File: src/rtl/riscv_mem_pkg.sv
// riscv_mem_pkg: shared RV32I load/store width codes, LSU FSM states and width helpers
package riscv_mem_pkg;
  localparam logic [2:0] F3_B  = 3'b000;
  localparam logic [2:0] F3_H  = 3'b001;
  localparam logic [2:0] F3_W  = 3'b010;
  localparam logic [2:0] F3_BU = 3'b100;
  localparam logic [2:0] F3_HU = 3'b101;
  typedef enum logic [2:0] {IDLE, ISSUE0, WAIT0, ISSUE1, WAIT1, RESP} lsu_state_t;
  function automatic logic [3:0] size_mask(input logic [1:0] sz);
    return sz == 2'b00 ? 4'b0001 : sz == 2'b01 ? 4'b0011 : 4'b1111;
  endfunction
  function automatic logic f3_legal(input logic store, input logic [2:0] f3);
    return (f3 == F3_B || f3 == F3_H || f3 == F3_W) || (!store && (f3 == F3_BU || f3 == F3_HU));
  endfunction
endpackage

File: src/rtl/lsu_align.sv
// lsu_align: byte-lane mask, store data placement and load extraction/extension
module lsu_align
  import riscv_mem_pkg::*;
(
  input  logic [2:0]  funct3,
  input  logic [1:0]  off,
  input  logic [31:0] wdata,
  input  logic [63:0] rword,
  output logic [7:0]  mask,
  output logic [63:0] wdata_sh,
  output logic [31:0] rdata
);
  logic [31:0] rsh;
  logic        sx;
  // place store bytes at the offset, right-justify and extend load bytes
  always_comb begin
    mask     = {4'b0000, size_mask(funct3[1:0])} << off;
    wdata_sh = {32'b0, wdata} << {off, 3'b000};
    rsh      = 32'(rword >> {off, 3'b000});
    sx       = ~funct3[2];
    rdata    = funct3[1:0] == 2'b00 ? {{24{sx & rsh[7]}}, rsh[7:0]} :
               funct3[1:0] == 2'b01 ? {{16{sx & rsh[15]}}, rsh[15:0]} : rsh;
  end
endmodule

File: src/rtl/lsu_ctrl.sv
// lsu_ctrl: RV32I load/store unit splitting sub-word and misaligned accesses into word accesses
module lsu_ctrl
  import riscv_mem_pkg::*;
#(
  parameter bit ALLOW_MISALIGNED = 1'b1
) (
  input  logic        clk,
  input  logic        rst,
  input  logic        req_valid,
  output logic        req_ready,
  input  logic        req_store,
  input  logic [2:0]  req_funct3,
  input  logic [31:0] req_addr,
  input  logic [31:0] req_wdata,
  output logic        resp_valid,
  output logic [31:0] resp_rdata,
  output logic        resp_err,
  output logic        mem_req,
  output logic        mem_we,
  output logic [3:0]  mem_be,
  output logic [29:0] mem_addr,
  output logic [31:0] mem_wdata,
  input  logic        mem_gnt,
  input  logic        mem_rvalid,
  input  logic [31:0] mem_rdata
);
  lsu_state_t  state_q;
  logic        store_q, resp_valid_q, resp_err_q, mem_req_q, mem_we_q;
  logic [2:0]  f3_q;
  logic [31:0] addr_q, wdata_q, w0_q, resp_rdata_q, mem_wdata_q;
  logic [3:0]  mem_be_q;
  logic [29:0] mem_addr_q;
  logic        idle, split, err;
  logic [2:0]  f3;
  logic [31:0] addr, wdata, ld;
  logic [63:0] rword, wd64;
  logic [7:0]  mask;
  // in IDLE the aligner sees the live request so access 0 can be registered at accept
  always_comb begin
    idle  = state_q == IDLE;
    f3    = idle ? req_funct3 : f3_q;
    addr  = idle ? req_addr : addr_q;
    wdata = idle ? req_wdata : wdata_q;
    rword = state_q == WAIT1 ? {mem_rdata, w0_q} : {32'b0, mem_rdata};
  end
  lsu_align u_align (
    .funct3(f3), .off(addr[1:0]), .wdata(wdata), .rword(rword),
    .mask(mask), .wdata_sh(wd64), .rdata(ld)
  );
  // a request crossing a word needs a second access; strict mode rejects any misalignment
  always_comb begin
    split = mask[7:4] != 4'b0000;
    err   = !f3_legal(req_store, req_funct3) ||
            (!ALLOW_MISALIGNED && (split || (f3[1:0] == 2'b01 && addr[0]) ||
                                   (f3[1:0] == 2'b10 && addr[1:0] != 2'b00)));
  end
  // request/response FSM with registered memory and response outputs
  always_ff @(posedge clk) begin
    if (rst) begin
      state_q <= IDLE;
      {store_q, f3_q, addr_q, wdata_q, w0_q} <= '0;
      {resp_valid_q, resp_err_q, resp_rdata_q} <= '0;
      {mem_req_q, mem_we_q, mem_be_q, mem_addr_q, mem_wdata_q} <= '0;
    end else begin
      resp_valid_q <= 1'b0;
      resp_err_q   <= 1'b0;
      resp_rdata_q <= '0;
      case (state_q)
        IDLE: if (req_valid) begin
          store_q <= req_store;
          f3_q    <= req_funct3;
          addr_q  <= req_addr;
          wdata_q <= req_wdata;
          if (err) begin
            state_q      <= RESP;
            resp_valid_q <= 1'b1;
            resp_err_q   <= 1'b1;
          end else begin
            state_q     <= ISSUE0;
            mem_req_q   <= 1'b1;
            mem_we_q    <= req_store;
            mem_be_q    <= mask[3:0];
            mem_addr_q  <= req_addr[31:2];
            mem_wdata_q <= wd64[31:0];
          end
        end
        ISSUE0: if (mem_gnt) begin
          if (store_q && split) begin
            state_q     <= ISSUE1;
            mem_be_q    <= mask[7:4];
            mem_addr_q  <= addr_q[31:2] + 30'd1;
            mem_wdata_q <= wd64[63:32];
          end else begin
            state_q      <= store_q ? RESP : WAIT0;
            mem_req_q    <= 1'b0;
            resp_valid_q <= store_q;
          end
        end
        WAIT0: if (mem_rvalid) begin
          w0_q <= mem_rdata;
          if (split) begin
            state_q     <= ISSUE1;
            mem_req_q   <= 1'b1;
            mem_be_q    <= mask[7:4];
            mem_addr_q  <= addr_q[31:2] + 30'd1;
            mem_wdata_q <= wd64[63:32];
          end else begin
            state_q      <= RESP;
            resp_valid_q <= 1'b1;
            resp_rdata_q <= ld;
          end
        end
        ISSUE1: if (mem_gnt) begin
          state_q      <= store_q ? RESP : WAIT1;
          mem_req_q    <= 1'b0;
          resp_valid_q <= store_q;
        end
        WAIT1: if (mem_rvalid) begin
          state_q      <= RESP;
          resp_valid_q <= 1'b1;
          resp_rdata_q <= ld;
        end
        default: state_q <= IDLE;
      endcase
    end
  end
  assign req_ready  = state_q == IDLE;
  assign resp_valid = resp_valid_q;
  assign resp_err   = resp_err_q;
  assign resp_rdata = resp_rdata_q;
  assign mem_req    = mem_req_q;
  assign mem_we     = mem_we_q;
  assign mem_be     = mem_be_q;
  assign mem_addr   = mem_addr_q;
  assign mem_wdata  = mem_wdata_q;
endmodule

File: config.mk
export PLATFORM = sky130hd
export DESIGN_NAME = lsu_ctrl
export DESIGN_NICKNAME = d
export VERILOG_FILES = /design/src/rtl/riscv_mem_pkg.sv /design/src/rtl/lsu_align.sv /design/src/rtl/lsu_ctrl.sv
export SDC_FILE = /design/constraint.sdc
export NUM_CORES = 1
export LEC_CHECK = 0
export BUFFER_PORTS_ARGS = -buffer_cell sky130_fd_sc_hd__buf_4
export CORE_MARGIN = 5
export CORE_UTILIZATION = 25
export DETAILED_ROUTE_END_ITERATION = 10
export HOLD_SLACK_MARGIN = 0.06
export PLACE_DENSITY = 0.51
export SLEW_MARGIN = 10
export SYNTH_ARGS = -nofsm -noshare
export SYNTH_HDL_FRONTEND = slang
export SYNTH_HIERARCHICAL = 1
export SYNTH_SLANG_ARGS = --single-unit
File: constraint.sdc
create_clock -name clk -period 4.8 [get_ports clk]
set_input_delay 0.96 -clock clk [delete_from_list [all_inputs] [get_ports clk]]
set_output_delay 0.96 -clock clk [all_outputs]
set_load 0.05 [all_outputs]
; After elaboration in Yosys (flattened, before gate mapping)
; Cells that the tools add are included.
[classes]
add_sub_neg = 1
eq_ne = 18
shifts = 3
n_mux = 61
n_bitwise = 4
n_reduce_logical = 20
[op_table]
columns = operator, count
row1 = 32-bit 2-to-1 mux, 12
row2 = 30-bit 2-to-1 mux, 6
row3 = 32-bit one-hot mux with 3 select lines, 1
row4 = 30-bit one-hot mux with 3 select lines, 1
row5 = 64-bit 2-to-1 mux, 1
row6 = 32-bit one-hot mux with 2 select lines, 1
row7 = 32-bit by 5-bit << shifter with 64-bit output, 1
row8 = 64-bit by 5-bit >> shifter with 32-bit output, 1
row9 = 4-bit 2-to-1 mux, 8
row10 = "30-bit by 1-bit adder with 30-bit output, second input constant", 1
row11 = 3-bit 2-to-1 mux, 10
row12 = 1-bit 2-to-1 mux, 16
row13 = "2-bit inequality test, second input constant", 8
row14 = 3-bit one-hot mux with 5 select lines, 1
row15 = 4-bit one-hot mux with 3 select lines, 1
row16 = "3-bit by 2-bit equality test with 1-bit output, second input constant", 3
row17 = "3-bit equality test, second input constant", 3
row18 = 8-bit AND reduction, 1
row19 = 4-bit nonzero test, 2
row20 = 4-bit by 2-bit << shifter with 8-bit output, 1
row21 = 7-bit AND reduction, 1
row22 = "3-bit by 1-bit equality test with 1-bit output, second input constant", 2
row23 = 3-bit zero test, 2
row24 = 1-bit one-hot mux with 5 select lines, 1
row25 = 15 further kinds, 22
[word_totals]
ff_bits = 205
in_bits = 105
out_inout_bits = 103
wordCells = 121

; Depth between registers and ports, before layout
; Gate-level depths: netlist of the first run.
[depth]
word_depth = 11
ltp_mapped = 16
mapped_depth_nobuf = 9

; By module
; Netlist of the first run, hierarchy kept.
[modules_own_cells]
columns = module, n_inst, cells_per_inst, area_per_inst_um2
row1 = lsu_ctrl, 1, 1130, 9238.9
row2 = lsu_align, 1, 242, 2048.2

; Least setup slack after synthesis of the first run
; Ideal clock, no wire load.
[synth_path]
kind = register to register
from = reg state_q[2]
to = reg mem_addr_q[20] (netlist: mem_addr[20])
t_arrival_ns = 3.661
required_ns = 4.663
slack_ns = 1.002
stages_incl_launch_ff = 16
n_path_buf = 7
synth_period_minus_slack_ns = 3.798
cell_sequence = dfxtp_1 buf_2 nor3_1 clkbuf_1 mux2_2 buf_4 buf_4 buf_4 buf_2 a21o_1 or4_1 o21ai_2 a21oi_2 nand3_1 clkbuf_1 o221ai_1
[synth_between]
elab_cells_between_ends = 21
cone_classes = eq/ne: 9 / shift: 1 / mux: 5 / reduce/logical: 6
[synth_lines]
columns = element, line_no
row1 = "start, declared", lsu_ctrl.sv:27  ; lsu_state_t state_q;
row2 = "start signal, assigned", lsu_ctrl.sv:94  ; state_q <= store_q ? RESP : WAIT0;
row3 = "start signal, assigned", lsu_ctrl.sv:114  ; state_q <= store_q ? RESP : WAIT1;
row4 = 3-bit zero test (*), lsu_ctrl.sv:40  ; idle = state_q == IDLE;
row5 = 2-bit 2-to-1 mux (*), lsu_ctrl.sv:42  ; addr = idle ? req_addr : addr_q;
row6 = named net addr[0], lsu_ctrl.sv:35  ; logic [31:0] addr, wdata, ld;
row7 = 4-bit by 2-bit << shifter with 8-bit output (*), lsu_align.sv:17  ; mask = {4'b0000, size_mask(funct3[1:0])} << off;
row8 = named net mask[4], lsu_ctrl.sv:37  ; logic [7:0] mask;
row9 = 4-bit nonzero test (*), lsu_ctrl.sv:52  ; split = mask[7:4] != 4'b0000;
row10 = 1-bit logical AND, lsu_ctrl.sv:88  ; if (store_q && split) begin
row11 = 2-bit inequality test (no source line), -
row12 = 7-bit AND reduction (no source line) (*), -
row13 = "end signal, assigned", lsu_ctrl.sv:83  ; mem_addr_q <= req_addr[31:2];
row14 = "end signal, assigned", lsu_ctrl.sv:91  ; mem_addr_q <= addr_q[31:2] + 30'd1;
row15 = "end signal, assigned", lsu_ctrl.sv:105  ; mem_addr_q <= addr_q[31:2] + 30'd1;
row16 = "end, declared", lsu_ctrl.sv:32  ; logic [29:0] mem_addr_q;
; Mark *: on every way through the listed nets, which the timed path passes. The rest lies on a longest branch.
; A chain may end at the register's enable or synchronous reset.

; Final worst setup path of the first run
[layout_path]
from = reg state_q[1]
to = reg mem_wdata_q[28] (netlist: mem_wdata[28])
[layout_between]
elab_cells_between_ends = 29
cone_classes = eq/ne: 9 / shift: 2 / mux: 12 / reduce/logical: 6
[layout_lines]
columns = element, line_no
row1 = 3-bit zero test (*), lsu_ctrl.sv:40
row2 = 2-bit 2-to-1 mux (*), lsu_ctrl.sv:42
row3 = named net addr[0], lsu_ctrl.sv:35
row4 = 4-bit by 2-bit << shifter with 8-bit output (*), lsu_align.sv:17
row5 = named net mask[6], lsu_ctrl.sv:37
row6 = 4-bit nonzero test (*), lsu_ctrl.sv:52
row7 = 1-bit logical AND, lsu_ctrl.sv:88
row8 = 2-bit inequality test (no source line), -
row9 = 7-bit AND reduction (no source line) (*), -
row10 = "end signal, assigned", lsu_ctrl.sv:84  ; mem_wdata_q <= wd64[31:0];
row11 = "end signal, assigned", lsu_ctrl.sv:92  ; mem_wdata_q <= wd64[63:32];
row12 = "end signal, assigned", lsu_ctrl.sv:106  ; mem_wdata_q <= wd64[63:32];
row13 = "end, declared", lsu_ctrl.sv:30  ; logic [31:0] addr_q, wdata_q, w0_q, resp_rdata_q, mem_wdata_q;
; Mark *: on every way through the listed nets, which the timed path passes. The rest lies on a longest branch. The select of a mux whose other input is x is not followed.

==> summary by stage, run 1 <==
STA
The smallest setup slack after layout is around 0.83 ns. The final hold slack is ~0.45 ns. Dividing the final minimum period by the clock period gives 0.827. Headroom to the max-slew limit came out at 0.312.

The final period demand of the worst path is 3.97 ns. The slew at the pin closest to its max-slew limit is just over 1 ns. The upper clock frequency limit is roughly 0.25 GHz. Setup repair after global routing left no endpoint under its margin. In the final timing run, aggregate negative setup slack is 0 ns.

The number of hold violations in the final report is 0. The setup violation total in the final timing report is 0. The final max-slew violation count came to 0. Across the routed clock network, the largest skew measured is approximately 0.016 ns.

Route
The violation count after the first detailed-routing iteration is 714. The final routed wirelength across all metal layers is around 39000 um. Dividing the detail-routed via count by the number of cells gives slightly below 5. The average wire per cell in the routed design is around 18 um. The final route contains approximately 10000 vias.

The count of nets left with antenna violations once routing finished came out at 0. The first detailed-routing pass took 5 iterations. After detailed routing, the number of remaining DRC violations is 0.

Critical path
The critical path goes through nor3_2 -> mux2_4 -> and3_1 -> or4_1 -> o21ai_2 -> a21oi_4 -> buf_4 -> nor2_1 -> a311oi_1. The kind of cell adding the most delay to the critical path is simple AND/OR/NAND/NOR gates. The kind of start point of the critical path is a flip-flop. The delay contributed by the slowest stage of the critical path is between 0.7 and 0.8 ns. Along the worst path, the maximum fanout reaches 78. Data arrives at the worst endpoint at between 4 and 5 ns. The category of the worst setup path capture point is a flip-flop.

In this run the critical register-to-register path is captured at mem_wdata[28]. The setup slack of the most critical reg-to-reg path is 0.83 ns. The number of buffer and inverter stages on the critical path is 1. The startpoint-to-endpoint class of the critical path is flip-flop to flip-flop. Data on the critical path is required at its endpoint by about 5.2 ns. The worst register-to-register path has a depth of 9. The slowest stage of the critical path belongs to the cell buf_4.

The worst register-to-register path begins at state_q[1].

Placement
The number of placed instances, taps included is ~2100. Routability-driven placement finished with a final weighted congestion of between 0.7 and 0.8. Timing analysis after detailed placement gives a worst setup slack of roughly 0.85 ns. In this run the tool buffered the top-level ports with 207 buffer cells. In this run the cell area measured after placement is between 10000 and 15000 sq um. The HPWL after detailed placement is 27100 um.

Power and ir drop
Summed over all nets, the switching power comes to 3.49 mW. Of the total power, the clock network draws 0.264. The static leakage is around 5.5 nW. The worst-case IR drop observed on VDD is around 0.29 mV. Dividing total power by cell area gives a power density of 579 nW/um^2. The sequential fraction of design power is 0.272. Of the total power, the share spent switching nets is 0.427.

The internal portion of the total power is between 4 and 5 mW. The total power after layout is approximately 8.2 mW. The proportion of power drawn by combinational gates is 0.464.

Flow run
Across the run, the number of max-cap violations was 0.

Worst hold path
The critical hold path startpoint is wdata_q[27]. Along the worst hold path, the cell count comes to 2. The tightest min-delay check is of the flip-flop to flip-flop type.

The worst hold path terminates at wdata_q[27].

Cells and area
The library cells used most frequently in the layout, excluding fill and tap cells, are nand2_1 (342), buf_4 (227), dfxtp_1 (205). Of the cells placed in the final design, the portion with a size suffix greater than 1 is 0.264. The signed area change from the synthesized netlist to the final layout is 25.5%.

The summed area of non-filler cells in the final layout is ~14000 sq um. The multi-input combinational cells in the finished layout cover a total of approximately 6600 sq um. The most common library cell in the layout ignoring fill and taps is nand2_1. The layout has roughly 4700 filler cells. Across the whole layout, storage elements account for 4100 sq um.

The share of the core filled with cells in the final layout is 0.318. The post-route non-filler standard cell count is between 2000 and 2500. The layout net count is about 1600.

Synth
The total of warnings raised by yosys is 6. In this run the cell area of the synthesized design comes to approximately 11000 sq um. The gate count after technology mapping is about 1400. The mean post-synth cell area is 8.24 sq um.

CTS
The TritonCTS clock tree is done. After clock tree synthesis, the clock-pin slew on the worst setup and hold paths is 0.06 ns. In this run, CTS created clock tree buffers numbering 27. The level count of the clock H-tree is 1. The CTS sink count is ~200. The quantity of gates resized following cts is 0. The tree is rooted in a clkbuf_16. The maximum count of clock buffers along a single path is 3. The number of setup buffers added after CTS is 0. Hold repair after CTS inserted 0 buffers.

The insertion delay of the later-clocked pin in the worst-skew pair is ~0.55 ns.

Floorplan
about 210 I/O pins were placed. The floorplan step defined a die boundary enclosing slightly below 50000 sq um. The placement row count is just under 80. The core region is 44300 sq um. Measured along the y axis, the die boundary spans approximately 220 um. The effective utilization at floorplan is 0.254. Measured along the x axis, the die boundary spans around 220 um.

Run status
The flow ran to the end, and the final reports show no timing, DRC or antenna violations.

Global route
The number of antenna violations at the first check in global routing came to 5. For this run the aggregate overflow at the end of global routing stands at 0. The via count of the first global-routing pass is 9676.

Entering global routing, the biggest net connects 85 pins. The first global-routing pass estimated around 60000 um of wire. The global-route usage over all layers is 0.150.
## worst max-delay path by stage
stage          slack (ns)             to  cells past startpoint       start
6_report             0.83  mem_wdata[28]                      9  state_q[1]
5_1_grt              0.52  mem_wdata[10]                      9  state_q[1]
3_5_place_dp         0.85  mem_wdata[15]                      9  state_q[1]
2_1_floorplan        1.00   mem_addr[20]                     15  state_q[2]
4_1_cts              0.84  mem_wdata[28]                      9  state_q[1]
3_3_place_gp         0.95   mem_addr[15]                     10  state_q[1]
## area by class of cell
class,instances,share of cell area
diodes,3,0.000532
clock buffers,38,0.0558
clock inverters,11,0.0119
inverters,9,0.00240
multi-input cells,1027,0.465
flip-flops and latches,205,0.291
well taps,592,0.0525
repair buffers,227,0.121
## power by group through the flow
stage	Sequential (mW)	Clock [mW]	Combinational (mW)
finish	2.22	2.16	3.79
global route	2.26	2.29	4.10
CTS	2.22	2.23	3.82
detailed placement	2.26	0	3.81
global placement	2.25	0	3.79
floorplan	2.83	0	2.16
## metal layers
layer	global-route usage	vias to the layer above	part of all wire	wire [um]
met5	0	-	0.00067	26
met4	0.0406	4	0.029	1130
met3	0.0416	58	0.069	2670
met2	0.230	295	0.44	17000
met1	0.208	4811	0.46	18100
li1	-	5024	-	-
## tightest hold or removal path, stage by stage, from the launching register on
cell and delay (ns):
dfxtp_1 0.30, nand2_1 0.05, a21oi_1 0.05
## state kept, by name, indices dropped and copies added (netlist names)
signal	flops
resp_valid	1
w0_q	32
f3_q	3
mem_wdata	32
resp_err	1
state_q	3
wdata_q	32
store_q	1
mem_we	1
addr_q	32
mem_be	4
resp_rdata	32
mem_req	1
mem_addr	30
(Power assumes the default switching activity.)
==> inputs of run 2 (changes only) <==
--- a/config.mk
+++ b/config.mk
@@ -5,12 +5,13 @@
 export SDC_FILE = /design/constraint.sdc
 export NUM_CORES = 1
 export LEC_CHECK = 0
+export ABC_AREA = 1
 export BUFFER_PORTS_ARGS = -buffer_cell sky130_fd_sc_hd__buf_4
 export CORE_MARGIN = 5
 export CORE_UTILIZATION = 25
 export DETAILED_ROUTE_END_ITERATION = 10
 export HOLD_SLACK_MARGIN = 0.06
-export PLACE_DENSITY = 0.51
+export PLACE_DENSITY = 0.52
 export SLEW_MARGIN = 10
 export SYNTH_ARGS = -nofsm -noshare
 export SYNTH_HDL_FRONTEND = slang
==> constraint.sdc (replaced) <==
create_clock -name clk -period 3.6 [get_ports clk]
set_input_delay 0.72 -clock clk [delete_from_list [all_inputs] [get_ports clk]]
set_output_delay 0.72 -clock clk [all_outputs]
set_load 0.05 [all_outputs]
==> summary by stage, run 2 <==
Route
The average wire per cell in the routed design came to 15.1 um (was 18.4 um). The via count was 12100 (was 10200). The number of antenna-violating nets in the routed design is 0 (unchanged). The violation count after the first detailed-routing iteration is 774 (was 714).

The via density per instance is 4.52 (was 4.83). The remaining design rule violation count is 0 (unchanged). The final routed wirelength across all metal layers is 40600 um (was 38900 um). The first-pass iteration count of the detailed router was 5 (unchanged).

CTS
The post-CTS setup buffer count was 0 (unchanged). The total clock buffers created by CTS is 27 (unchanged). The CTS sink count is 205 (unchanged). The insertion delay of the later-clocked pin in the worst-skew pair is 0.55 ns (about the same).

The level count of the clock H-tree came to 1 (unchanged). The clock-pin slew reported for the worst setup and hold paths after clock tree synthesis is 0.06 ns (about the same). The maximum count of clock buffers along a single path is 3 (unchanged). The TritonCTS clock tree is done (unchanged).

The number of buffers inserted for hold repair after clock tree synthesis is 0 (unchanged). The quantity of gates resized following cts came to 0 (unchanged). The cell at the root of the clock tree is clkbuf_16 (unchanged).

Cells and area
The signed area change from the synthesized netlist to the final layout is 24.4% (was 25.5%). The fraction of layout instances using a drive strength above 1 is 0.144 (was 0.264). Commonest cells after routing, fill and taps aside: nand2_1 (532), nor2_1 (258), o21ai_0 (251) (was nand2_1 (342), buf_4 (227), dfxtp_1 (205)). The layout net count is 2165 (was 1603). The layout filler cell count is 5143 (was 4695).

The most common library cell in the layout ignoring fill and taps is nand2_1 (unchanged).

STA
The clock skew is 0.0121 ns (was 0.0159 ns). The final period demand of the worst path is 3.19 ns (was 3.97 ns). The final hold slack came to 0.413 ns (was 0.451 ns).

The final period utilization is 0.886 (was 0.827). The final max-slew violation count is 0 (unchanged). The number of hold violations in the final report was 0 (unchanged). The remaining max-slew budget at the tightest pin is 0.311 (was 0.312).

The sum of negative setup slack is 0 ns (unchanged). The slew at the pin closest to its max-slew limit is 1.03 ns (about the same). The upper clock frequency limit is 0.313 GHz (was 0.252 GHz). The setup violation total in the final timing report is 0 (unchanged). Setup repair after global routing missed its margin: false (unchanged).

Power and ir drop
The maximum vdd drop was 0.513 mV (was 0.287 mV). The power density over the cells is 954 nW/um^2 (was 579 nW/um^2). The static leakage is 6.49 nW (was 5.53 nW).

Synth
The mean post-synth cell area is 6.05 sq um (was 8.24 sq um). The gate count after technology mapping was 1923 (was 1364). The area of the mapped netlist was 11600 sq um (was 11200 sq um). The total of warnings raised by yosys is 6 (unchanged).

Placement
The port buffer count is 207 (unchanged). The HPWL after detailed placement is 29600 um (was 27100 um). The weighted congestion reported at the end of routability-driven placement is 0.845 (was 0.798).

Critical path
The category of the worst setup path capture point was a flip-flop (unchanged). The critical register-to-register path startpoint is state_q[2] (was state_q[1]). The capture point of the worst path was resp_rdata[24] (was mem_wdata[28]). The data required time of the worst path is 4.01 ns (was 5.24 ns). The maximum fanout count along the critical path is 81 (was 78).

The critical path startpoint is state_q[2] (was state_q[1]). The number of cells traversed by the worst register-to-register path is 12 (was 9). The startpoint-to-endpoint class of the critical path was flip-flop to flip-flop (unchanged). The worst endpoint data arrival time is 3.60 ns (was 4.41 ns). The setup slack of the most critical reg-to-reg path is 0.41 ns (was 0.83 ns). The kind of start point of the critical path is a flip-flop (unchanged).

The capturing point of the worst reg2reg path is resp_rdata[24] (was mem_wdata[28]).

Floorplan
The number of top-level pins came to 208 (unchanged). The core box area is 46300 sq um (was 44300 sq um). The area of the die came to 50900 sq um (was 49300 sq um). The height of the chip is 226 um (was 222 um). The effective utilization at floorplan came to 0.251 (was 0.254). The placement row count is 79 (was 77). The horizontal extent of the die is 226 um (was 222 um).

Global route
The leftover overflow at the end of global routing came to 0 (unchanged). The number of antenna violations at the first check in global routing was 5 (unchanged). The global-route usage over all layers is 0.153 (was 0.150).

The wire length of the first global-routing pass is 63400 um (was 59700 um). The pin count of the biggest net entering global routing is 84 (was 85). The via count of the first global-routing pass was 11500 (was 9676).

Flow run
The count of maximum capacitance violations is 0 (unchanged).

Worst hold path
The path category of the worst min-delay check is primary input to flip-flop (was flip-flop to flip-flop).

Run status
Result of the run: finished clean (unchanged).
## run 2: cell types whose count changed in the layout (fill, tap and decap cells not counted), moves of 32 or more
cell      previous run  this run
inv_1                9       197
mux4_2              32         0
nand2_1            342       532
and3_1              40         0
nand3_1             21        84
nor2_1              78       258
a311oi_1            37         0
o21ai_0             35       251
mux2_2              76         0
## run 2: layout make-up
cell class	instances	area (sq um)	area share
repair buffers	231	1780	0.123
multi-input cells	1386	6170	0.426
diodes	2	5.00	0.000346
clock inverters	5	78.8	0.00545
clock buffers	41	778	0.0538
inverters	208	783	0.0542
flip-flops and latches	205	4100	0.284
well taps	607	759	0.0525
## run 2: worst min path at each step
stage	startpoint	endpoint	slack, ns	cells after the start
2_1_floorplan	addr_q[0]	addr_q[0]	0.42	2
3_3_place_gp	w0_q[11]	w0_q[11]	0.43	2
3_5_place_dp	wdata_q[21]	wdata_q[21]	0.44	2
4_1_cts	req_addr[14]	addr_q[14]	0.38	3
5_1_grt	req_addr[16]	addr_q[16]	0.41	3
6_report	req_addr[14]	addr_q[14]	0.41	3
## run 2: where the power goes
part	switching [mW]	total, mW	internal, mW	leakage, nW
combinational	5.54	7.88	2.33	4.39
clock	1.03	2.64	1.62	0.420
sequential	0.368	3.27	2.90	1.68
total	6.94	13.8	6.85	6.49
## run 2: per-stage QoR
| step | power [mW] | worst slack, ns | cell area [sq um] | std cells | utilization |
|---|---|---|---|---|---|
| after floorplan | 9.09 | 0.451 | 11700 | 1931 | - |
| after global placement | 11.2 | 0.339 | 13600 | 2637 | 0.294 |
| after detailed placement | 11.2 | 0.370 | 13600 | 2637 | 0.294 |
| after CTS | 13.9 | 0.397 | 14500 | 2683 | 0.312 |
| after global routing | 15.0 | 0.108 | 14500 | 2685 | 0.313 |
| final | 13.8 | 0.410 | 14500 | 2685 | 0.313 |
## run 2: worst max-delay path: stages, from the launching register on
cell and delay (ns):
dfxtp_1 0.39, nor2_4 0.21, nand2_4 0.11, inv_2 0.17
nand2_1 0.12, o21ai_4 0.10, buf_4 0.67, nand2_1 0.18
nand3_2 0.14, nand3_2 0.22, buf_4 0.28, nand3_1 0.11
nor3b_1 0.35
## run 2: layer usage
layer  GRT usage  up-vias  part of all wire
met5           0        -           0.00067
met4      0.0387        6             0.023
met3      0.0292       63             0.056
met2       0.251      294              0.46
met1       0.207     5457              0.46
li1            -     6325                 -
==> inputs of run 3 (changes only) <==
--- a/config.mk
+++ b/config.mk
@@ -8,10 +8,10 @@
 export ABC_AREA = 1
 export BUFFER_PORTS_ARGS = -buffer_cell sky130_fd_sc_hd__buf_4
 export CORE_MARGIN = 5
-export CORE_UTILIZATION = 25
+export CORE_UTILIZATION = 30
 export DETAILED_ROUTE_END_ITERATION = 10
 export HOLD_SLACK_MARGIN = 0.06
-export PLACE_DENSITY = 0.52
+export PLACE_DENSITY = 0.59
 export SLEW_MARGIN = 10
 export SYNTH_ARGS = -nofsm -noshare
 export SYNTH_HDL_FRONTEND = slang
==> summary by stage, run 3 (same netlist as run 2, synthesis figures left out) <==
Placement
The area after detailed placement was 13500 sq um (was 13600 sq um). The port buffer count is 207 (unchanged). The HPWL after detailed placement is 28700 um (was 29600 um). The weighted congestion reported at the end of routability-driven placement is 0.896 (was 0.845). The placement-stage worst setup slack is 0.518 ns (was 0.370 ns).

STA
The final period utilization was 0.840 (was 0.886). The upper clock frequency limit is 0.331 GHz (was 0.313 GHz). The clock skew is 0.0135 ns (was 0.0121 ns).

The remaining max-slew budget at the tightest pin was 0.336 (was 0.311). The slew at the pin closest to its max-slew limit is 0.995 ns (was 1.03 ns). The sum of negative setup slack is 0 ns (unchanged). The number of hold violations in the final report is 0 (unchanged).

The final max-slew violation count came to 0 (unchanged). The final period demand of the worst path was 3.02 ns (was 3.19 ns). The setup violation total in the final timing report is 0 (unchanged). The smallest setup slack after layout is 0.576 ns (was 0.410 ns). Setup repair after global routing missed its margin: false (unchanged).

Cells and area
The signed area change from the synthesized netlist to the final layout is 23.4% (was 24.4%). Commonest cells after routing, fill and taps aside: nand2_1 (532), nor2_1 (258), o21ai_0 (251) (unchanged). The sequential cell area came to 4100 sq um (unchanged).

The fraction of layout instances using a drive strength above 1 is 0.148 (was 0.144). The most common library cell in the layout ignoring fill and taps is nand2_1 (unchanged). The summed area of non-filler cells in the final layout is 14300 sq um (was 14500 sq um).

The area of the multi-input gates was 6160 sq um (was 6170 sq um). The layout filler cell count was 4223 (was 5143). The layout net count is 2165 (unchanged).

Route
The number of antenna-violating nets in the routed design is 0 (unchanged). The wire length the detailed router placed on met1 is 18000 um (was 18700 um). The highest routed metal layer is met4 (was met5). The remaining design rule violation count is 0 (unchanged). The violation count after the first detailed-routing iteration is 751 (was 774).

The via count was 12200 (was 12100). The wire length on met3 is 2340 um (was 2270 um). The wire length on met2 was 18200 um (was 18700 um).

The first-pass iteration count of the detailed router is 5 (unchanged). The average wire per cell in the routed design is 15.1 um (about the same). The final routed wirelength across all metal layers came to 39200 um (was 40600 um).

The via density per instance is 4.69 (was 4.52).

Global route
The pin count of the biggest net entering global routing is 83 (was 84). The via count of the first global-routing pass is 11400 (was 11500). The wire length of the first global-routing pass is 61900 um (was 63400 um). The global-route usage over all layers is 0.178 (was 0.153). The number of antenna violations at the first check in global routing is 1 (was 5). The leftover overflow at the end of global routing is 0 (unchanged).

Power and ir drop
The maximum vdd drop came to 0.468 mV (was 0.513 mV). The sequential fraction of design power is 0.236 (was 0.237). The switching share of power is 0.504 (was 0.503). The clock share of power is 0.194 (was 0.192). The internal power consumption is 6.85 mW (about the same).

The power density over the cells is 962 nW/um^2 (was 954 nW/um^2). The proportion of power drawn by combinational gates is 0.570 (was 0.571). The static leakage is 6.50 nW (was 6.49 nW). The net load switching power is 6.95 mW (was 6.94 mW).

Critical path
The maximum fanout count along the critical path is 62 (was 81). Cells traversed along the worst timing path: inv_2 -> nand2_4 -> inv_2 -> nand2_1 -> o21ai_4 -> inv_2 -> buf_4 -> nand2_1 -> nand3_2 -> nand3_2 -> o21ai_1 -> nor3b_1 (was nor2_4 -> nand2_4 -> inv_2 -> nand2_1 -> o21ai_4 -> buf_4 -> nand2_1 -> nand3_2 -> nand3_2 -> buf_4 -> nand3_1 -> nor3b_1). The worst endpoint data arrival time was 3.43 ns (was 3.60 ns). The category of the worst setup path capture point is a flip-flop (unchanged). The kind of start point of the critical path was a flip-flop (unchanged). The data required time of the worst path came to 4.01 ns (about the same). The startpoint-to-endpoint class of the critical path is flip-flop to flip-flop (unchanged). The cell repeated most along the worst path is inv_2. The highest-delay cell along the critical path is dfxtp_1 (was buf_4). The delay contributed by the slowest stage of the critical path is 0.49 ns (was 0.67 ns).

CTS
The CTS sink count is 205 (unchanged). The level count of the clock H-tree is 1 (unchanged). The TritonCTS clock tree is done (unchanged). The number of buffers inserted for hold repair after clock tree synthesis is 0 (unchanged). The cell at the root of the clock tree is clkbuf_16 (unchanged). The clock-pin slew reported for the worst setup and hold paths after clock tree synthesis is 0.06 ns (about the same). The total clock buffers created by CTS is 26 (was 27). The post-CTS setup buffer count is 0 (unchanged). The quantity of gates resized following cts was 0 (unchanged).

The maximum count of clock buffers along a single path is 3 (unchanged). The insertion delay of the later-clocked pin in the worst-skew pair came to 0.54 ns (was 0.55 ns).

Floorplan
The number of top-level pins is 208 (unchanged). The height of the chip is 207 um (was 226 um). The placement row count was 72 (was 79). The horizontal extent of the die is 207 um (was 226 um). The effective utilization at floorplan is 0.302 (was 0.251).

The core box area is 38500 sq um (was 46300 sq um). The area of the die is 42800 sq um (was 50900 sq um).

Worst hold path
The path category of the worst min-delay check is primary input to flip-flop (unchanged).

Flow run
The count of maximum capacitance violations was 0 (unchanged).

Run status
Result of the run: finished clean (unchanged).
-- run 3: cell count changes in the layout (fill, tap and decap cells not counted) --
| cell | before | now |
|---|---|---|
| diode_2 | 2 | 1 |
| o21ai_2 | 0 | 1 |
| clkbuf_8 | 5 | 2 |
| buf_4 | 227 | 230 |
| o21ai_4 | 2 | 1 |
| clkinv_2 | 4 | 9 |
| inv_6 | 1 | 2 |
| bufinv_16 | 2 | 3 |
| clkinv_4 | 0 | 1 |
| buf_12 | 4 | 2 |
| clkinvlp_4 | 0 | 2 |
| clkbuf_1 | 9 | 4 |
-- run 3: power groups by stage --
stage | logic [mW] | registers (mW) | clock network, mW
6_report | 7.87 | 3.26 | 2.67
5_1_grt | 8.79 | 3.34 | 2.87
4_1_cts | 7.91 | 3.27 | 2.76
3_5_place_dp | 7.89 | 3.31 | 0
3_3_place_gp | 7.85 | 3.31 | 0
2_1_floorplan | 4.70 | 4.39 | 0
-- run 3: through the flow --
step | util | total power, mW | hold slack [ns] | instances
floorplan | - | 9.09 | 0.425 | 1931
global placement | 0.350 | 11.2 | 0.434 | 2549
detailed placement | 0.350 | 11.2 | 0.439 | 2549
CTS | 0.373 | 13.9 | 0.388 | 2597
global route | 0.373 | 15.0 | 0.424 | 2598
finish | 0.373 | 13.8 | 0.416 | 2598
-- run 3: critical path, delay by kind of cell (launching register included) --
family	cells	cell delay (ns)
buf+inv	4	0.76
flops	1	0.49
simple gates	6	1.29
compound gates	2	0.32
-- run 3: layer usage --
layer,up-vias,global-route usage
met5,-,0
met4,0,0.0382
met3,46,0.0341
met2,289,0.298
met1,5515,0.241
li1,6325,-
-- run 3: path summary, 6_finish.rpt --
path,endpoint,start,cells after the start,slack [ns]
max reg2reg,resp_rdata[11],state_q[1],12,0.58
min reg2reg,wdata_q[24],wdata_q[24],2,0.44
min,addr_q[12],req_addr[12],3,0.42
max,resp_rdata[11],state_q[1],12,0.58
-- run 3: layout make-up --
type,count,area share
flip-flops and latches,205,0.286
multi-input cells,1386,0.429
diodes,1,0.000174
clock buffers,33,0.0501
repair buffers,232,0.123
inverters,208,0.0546
well taps,518,0.0452
clock inverters,15,0.0116
